===== src/rtl/riscv_pkg.sv =====
// Shared RISC-V core definitions: data width, fetch FSM states and PC constants.
package riscv_pkg;

    localparam int XLEN = 32;

    // Sequential fetch advance in bytes and the power-on PC.
    localparam logic [XLEN-1:0] PC_STEP          = 32'd4;
    localparam logic [XLEN-1:0] RESET_PC_DEFAULT = 32'h0000_0000;

    // Instructions are word aligned; the low two PC bits are always zero.
    localparam logic [XLEN-1:0] PC_ALIGN_MASK = ~32'h0000_0003;

    typedef enum logic [1:0] {
        BOOT  = 2'd0,
        FETCH = 2'd1,
        ISSUE = 2'd2
    } fetch_state_t;

    function automatic logic is_misaligned(input logic [XLEN-1:0] addr);
        return (addr & ~PC_ALIGN_MASK) != '0;
    endfunction

endpackage


===== src/rtl/pc_next_mux.sv =====
// Next-PC select: redirect beats sequential advance, which beats hold.
// With MISALIGN_TRAP_EN a misaligned redirect is rejected, otherwise its target is word aligned.
module pc_next_mux
    import riscv_pkg::*;
(
    input  logic [XLEN-1:0] pc,
    input  logic            redirect_req,
    input  logic [XLEN-1:0] redirect_pc,
    input  logic            advance_req,
    output logic [XLEN-1:0] next_pc,
    output logic            redirect_accept,
    output logic            misalign
);

    logic [XLEN-1:0] target;

    assign target = redirect_pc & PC_ALIGN_MASK;

`ifdef MISALIGN_TRAP_EN
    assign misalign = redirect_req && is_misaligned(redirect_pc);
`else
    assign misalign = 1'b0;
`endif

    assign redirect_accept = redirect_req && !misalign;

    // A rejected redirect still blocks the sequential advance of the same cycle.
    always_comb begin
        next_pc = pc;
        if (redirect_accept) begin
            next_pc = target;
        end else if (advance_req && !redirect_req) begin
            next_pc = pc + PC_STEP;
        end
    end

endmodule


===== src/rtl/pc_fetch_sequencer.sv =====
// PC sequencer and instruction-fetch initiator: BOOT -> FETCH <-> ISSUE over a req/ack memory port.
// Optional macro MISALIGN_TRAP_EN adds the Misalign_Err port and rejects misaligned redirects.
module pc_fetch_sequencer
    import riscv_pkg::*;
#(
    parameter logic [XLEN-1:0] RESET_PC = RESET_PC_DEFAULT
) (
    input  logic            CLK,
    input  logic            RST,
    input  logic            Stall,
    input  logic            Redirect_Valid,
    input  logic [XLEN-1:0] Redirect_PC,
    output logic            Imem_Req,
    output logic [XLEN-1:0] Imem_Addr,
    input  logic            Imem_Ack,
    input  logic [XLEN-1:0] Imem_Data,
    output logic            Instr_Valid,
    output logic [XLEN-1:0] Instr,
    output logic [XLEN-1:0] PC_Out
`ifdef MISALIGN_TRAP_EN
    ,
    output logic            Misalign_Err
`endif
);

    fetch_state_t    state_q, state_d;
    logic [XLEN-1:0] pc_q, pc_d;
    logic [XLEN-1:0] instr_q, instr_d;
    logic [XLEN-1:0] pc_out_q, pc_out_d;
    logic            valid_q, valid_d;

    logic            redirect_req;
    logic            advance_req;
    logic            redirect_accept;
    logic            misalign;

    // Redirects arriving before the first fetch are ignored.
    assign redirect_req = Redirect_Valid && (state_q != BOOT);
    assign advance_req  = (state_q == ISSUE) && !Stall;

    pc_next_mux u_pc_next_mux (
        .pc              (pc_q),
        .redirect_req    (redirect_req),
        .redirect_pc     (Redirect_PC),
        .advance_req     (advance_req),
        .next_pc         (pc_d),
        .redirect_accept (redirect_accept),
        .misalign        (misalign)
    );

    // NOTE: every output of this block gets a default first, so no path can infer a latch.
    always_comb begin
        state_d  = state_q;
        instr_d  = instr_q;
        pc_out_d = pc_out_q;
        valid_d  = valid_q;

        unique case (state_q)
            BOOT: begin
                state_d = FETCH;
            end
            FETCH: begin
                if (redirect_accept) begin
                    valid_d = 1'b0;
                end else if (!misalign && Imem_Ack) begin
                    instr_d  = Imem_Data;
                    pc_out_d = pc_q;
                    valid_d  = 1'b1;
                    state_d  = ISSUE;
                end
            end
            ISSUE: begin
                if (redirect_accept) begin
                    valid_d = 1'b0;
                    state_d = FETCH;
                end else if (!misalign && !Stall) begin
                    valid_d = 1'b0;
                    state_d = FETCH;
                end
            end
            default: begin
                state_d = BOOT;
            end
        endcase
    end

    // NOTE: sequential state uses non-blocking assignments so all registers update together.
    always_ff @(posedge CLK or negedge RST) begin
        if (!RST) begin
            state_q  <= BOOT;
            pc_q     <= RESET_PC;
            instr_q  <= '0;
            pc_out_q <= RESET_PC;
            valid_q  <= 1'b0;
        end else begin
            state_q  <= state_d;
            pc_q     <= pc_d;
            instr_q  <= instr_d;
            pc_out_q <= pc_out_d;
            valid_q  <= valid_d;
        end
    end

`ifdef MISALIGN_TRAP_EN
    logic err_q;

    // One pulse per sampled misaligned redirect.
    always_ff @(posedge CLK or negedge RST) begin
        if (!RST) begin
            err_q <= 1'b0;
        end else begin
            err_q <= misalign;
        end
    end

    assign Misalign_Err = err_q;
`endif

    // Request and address come straight from registered state, so they hold until ack or redirect.
    assign Imem_Req    = (state_q == FETCH);
    assign Imem_Addr   = pc_q;
    assign Instr_Valid = valid_q;
    assign Instr       = instr_q;
    assign PC_Out      = pc_out_q;

endmodule


===== config.mk =====
export PLATFORM = sky130hd
export DESIGN_NAME = pc_fetch_sequencer
export DESIGN_NICKNAME = d
export VERILOG_FILES = /design/src/rtl/riscv_pkg.sv /design/src/rtl/pc_next_mux.sv /design/src/rtl/pc_fetch_sequencer.sv
export SDC_FILE = /design/constraint.sdc
export NUM_CORES = 1
export LEC_CHECK = 0
export CELL_PAD_IN_SITES_DETAIL_PLACEMENT = 0
export CELL_PAD_IN_SITES_GLOBAL_PLACEMENT = 1
export CORE_AREA = 5 5 118 120
export CTS_BUF_LIST = sky130_fd_sc_hd__clkbuf_2
export DETAILED_ROUTE_END_ITERATION = 12
export DIE_AREA = 0 0 123 125
export GPL_TIMING_DRIVEN = 0
export PLACE_DENSITY = 0.83
export RECOVER_POWER = 50
export SYNTH_ARGS = -nofsm -noshare
export SYNTH_HDL_FRONTEND = slang
export SYNTH_SLANG_ARGS = --single-unit

===== constraint.sdc =====
create_clock -name CLK -period 2.91 [get_ports CLK]
set_clock_uncertainty 0.15 [all_clocks]
set_input_delay 0.582 -clock CLK [delete_from_list [all_inputs] [get_ports CLK]]
set_output_delay 0.582 -clock CLK [all_outputs]
set_load 0.02 [all_outputs]

==> impl_metrics.ini <==
[placed_design]
gp_congestion = 0.726
dp_slack_ns = -0.0417
hpwl_um = 8630
placedInstanceArea_um2 = 6060
portBuffers = 160

[timing]
layout_setup_ws_ns = 0.258
max-slew-margin-rel_pct = -19.5
hold_violations = 0
fmax_mhz = 377
fin_crit_sh_pct = 91.1
rsz0062_at_grt = false
setup_viol = 0
period_needed_ns = 2.65
tightest_slew_ns = 1.79
slew_violations = 34
whs_ns = 0.345

[clocking]
cts_buffers = 9
htree_levels = 3
cts_root_buf = clkbuf_2
clk_path_buf_depth = 2
post_cts_buffers = 0
clock_latency_ns = 0.58
clk_pin_slew_ns = 0.25
cts_tree = done
clock_sinks = 95

[final_layout]
fill_cells = 1204
areaGrowthSynthToFinish_pct = 46.3
layout.nets = 598
layout-drive-gt1-share_pct = 17.4
stdcell_area_um2 = 6150
n_antenna_cell = 0

[power_and_ir_drop]
peakVddDrop_uv = 436
power_density_nw_per_um2 = 1080
p_leak_nw = 2.53
p_total_mw = 6.67

[global_route]
first_global_vias = 3490
grt_overflow = 0
grt_pass1_wl_um = 18000
grt_max_degree = 64
gr-usage-all-layers_pct = 15.1
antenna_found_initial = 0

[setup_path]
crit_buf_inv = 3
critPathKind = reg -> reg
cp_num_cells = 9
r2r-end = Imem_Addr[29]$_DFFE_PN0P_
cpLargestDelayFamily = simple AND/OR/NAND/NOR gates
r2r-start = state_q[0]$_DFFE_PN0P_
rr_worst_depth = 9
cp-start-kind = register
worstPathRequired_ns = 3.29
endpoint_kind = register
arrival_ns = 3.03
rrSetupSlack_ns = 0.26
crit_chain = inv_1 -> ha_1 -> and3b_1 -> buf_2 -> and4bb_1 -> clkbuf_1 -> nand2_1 -> or3_1 -> a31oi_1
cp_slowest_stage_delay_ns = 0.46
path_max_fanout = 10
cpMaxStageDelayCell = dfrtp_1

[synthesis]
synth_edf_count = 0
synth_compound_area_share_pct = 6.22
synth_xor_xnor_area_share_pct = 4.79
synth_cell_types = 39
postSynthAreaPerCell_um2 = 12.1
synthArstFlopShare_pct = 100
yosysSeqAreaShare_pct = 56.5
synthesis.instances = 348
synthAdderAreaFrac_pct = 1.49
ys_ff_latch = 95
yosysWarnings = 0
synth_top_flop_cell = dfrtp_1
synth_mux_area_share_pct = 16.6
netlist_area_um2 = 4200
synth-simple-area-share_pct = 11.3
synth_top_family_by_area = multiplexers

[routing]
viasPerCell = 4.68
wire_per_inst_um = 16.2
routed_wirelength_um = 11400
drt_first_pass_iters = 4
drtIter0Drc = 152
drc = 0
drtAntennaViolNets = 0
vias = 3294

[floorplan]
die_x_um = 123
die_h_um = 125
initial_core_util_pct = 32.7
dieArea_um2 = 15400
pin_count = 167
core_um2 = 12900
rows = 42

[hold_path]
hold_path_startpoint = Redirect_PC[16]
hold-path-endpoint = Imem_Addr[16]$_DFFE_PN0P_
min_path_cells = 3
hp-class = in -> reg

[flow_run]
maxCapViolations = 1

[run_status]
violations = capacitance limit, slew limit
status = complete, but fails checks
[worst reg2reg max path: cells and delay by family, from the launching register on]
family	cells	cell delay, ns
flops	1	0.46
compound gates	1	0.17
fa+ha+maj	1	0.22
buf+inv	3	0.70
simple gates	4	0.90
[registers in the layout, summed over array words and instances (netlist names)]
| register | flops |
|---|---|
| Instr_Valid | 1 |
| Instr | 32 |
| Imem_Addr | 30 |
| state_q | 2 |
| PC_Out | 30 |
[kinds of logic (layout without fill, tap and decap cells)]
group,Yosys count,in the layout
flip-flops,95,95
buffers and inverters,26,203
AO/OA/AOI/OAI,47,47
AND/OR/NAND/NOR,89,89
adder cells (fa/ha/maj),5,5
XOR/XNOR,23,23
other,1,4
multiplexers,62,62
[how the worst max path moves through the flow]
stage / from / to
floorplan: state_q[0]$_DFFE_PN0P_ / PC_Out[16]$_DFFE_PN0P_
global placement: RST / Instr[13]$_DFFE_PN0P_
detailed placement: Redirect_Valid / PC_Out[23]$_DFFE_PN0P_
CTS: state_q[1]$_DFFE_PN0P_ / Imem_Req
global route: RST / Imem_Addr[24]$_DFFE_PN0P_
finish: state_q[0]$_DFFE_PN0P_ / Imem_Addr[29]$_DFFE_PN0P_
[routing by layer]
layer  track usage, %  vias to the layer above  wire (um)
met2             24.4                      102       5450
met3             4.61                       14        773
met1             18.8                     1613       4960
li1                 -                     1565          -
met5                0                        -          0
met4             5.60                        0        209
[power by group]
group	switching (mW)	internal (mW)	leakage (nW)
Clock	0.443	0.191	0.0645
Sequential	0.556	1.97	1.14
Combinational	1.72	1.79	1.33
[cells in the mapped netlist, types with 2 or more instances]
library cell  number  area [um^2]
ha_1               5         62.6
nor2b_1            2         12.5
nor3_1             2         10.0
o21ai_0           17         85.1
a21oi_1            6         30.0
clkbuf_1           8         30.0
mux2_2            61          687
buf_4              5         37.5
nand3_1           13         65.1
buf_2              7         35.0
or3_1              3         18.8
nand4_1            9         56.3
and3_4             2         22.5
a311o_1            2         20.0
nand2_1           35          131
and3_1             2         12.5
xnor2_1            4         35.0
a31oi_1            4         25.0
dfrtp_1           95         2380
inv_1              6         22.5
xor2_1            19          166
nor2_1            10         37.5
o21ai_1           15         75.1
[area by class of cell]
class                   instances  area [um^2]  area share (%)
well taps                     176          220            3.58
inverters                       6         22.5           0.366
clock buffers                  10         50.0           0.814
repair buffers                162         1620            26.3
plain buffers                  20         97.6            1.59
clock inverters                 5         50.0           0.814
flip-flops and latches         95         2380            38.7
multi-input cells             230         1710            27.9
[placed cells by master (no fill, tap or decap), drive strengths merged, types with 2 or more instances in the layout]
master / count
clkdlybuf4s50: 134
dfrtp: 95
mux2: 61
nand2: 35
o21ai: 32
dlygate4sd3: 25
clkbuf: 21
xor2: 19
nand3: 14
nor2: 12
buf: 11
nand4: 10
inv: 6
a21oi: 6
ha: 5
and3: 5
a31oi: 4
xnor2: 4
conb: 4
clkinv: 4
or3: 3
nor2b: 2
nor3: 2
a311o: 2
and4: 2
[per-stage QoR]
| stage | setup TNS (ns) | cells | utilization [%] |
|---|---|---|---|
| 3_5_place_dp | -0.294 | 688 | 47.1 |
| 2_1_floorplan | 0 | 351 | - |
| 3_3_place_gp | -229.12 | 687 | 46.9 |
| 5_1_grt | 0 | 704 | 47.8 |
| 6_report | 0 | 704 | 47.8 |
| 4_1_cts | 0 | 704 | 47.9 |
[repair_timing]
item,in CTS,in global routing
gates resized for setup,0,1
endpoints found under the hold margin,32,0
hold buffers,1,0
endpoints found under the setup margin,0,1
Power figures use the tool's default switching activity.
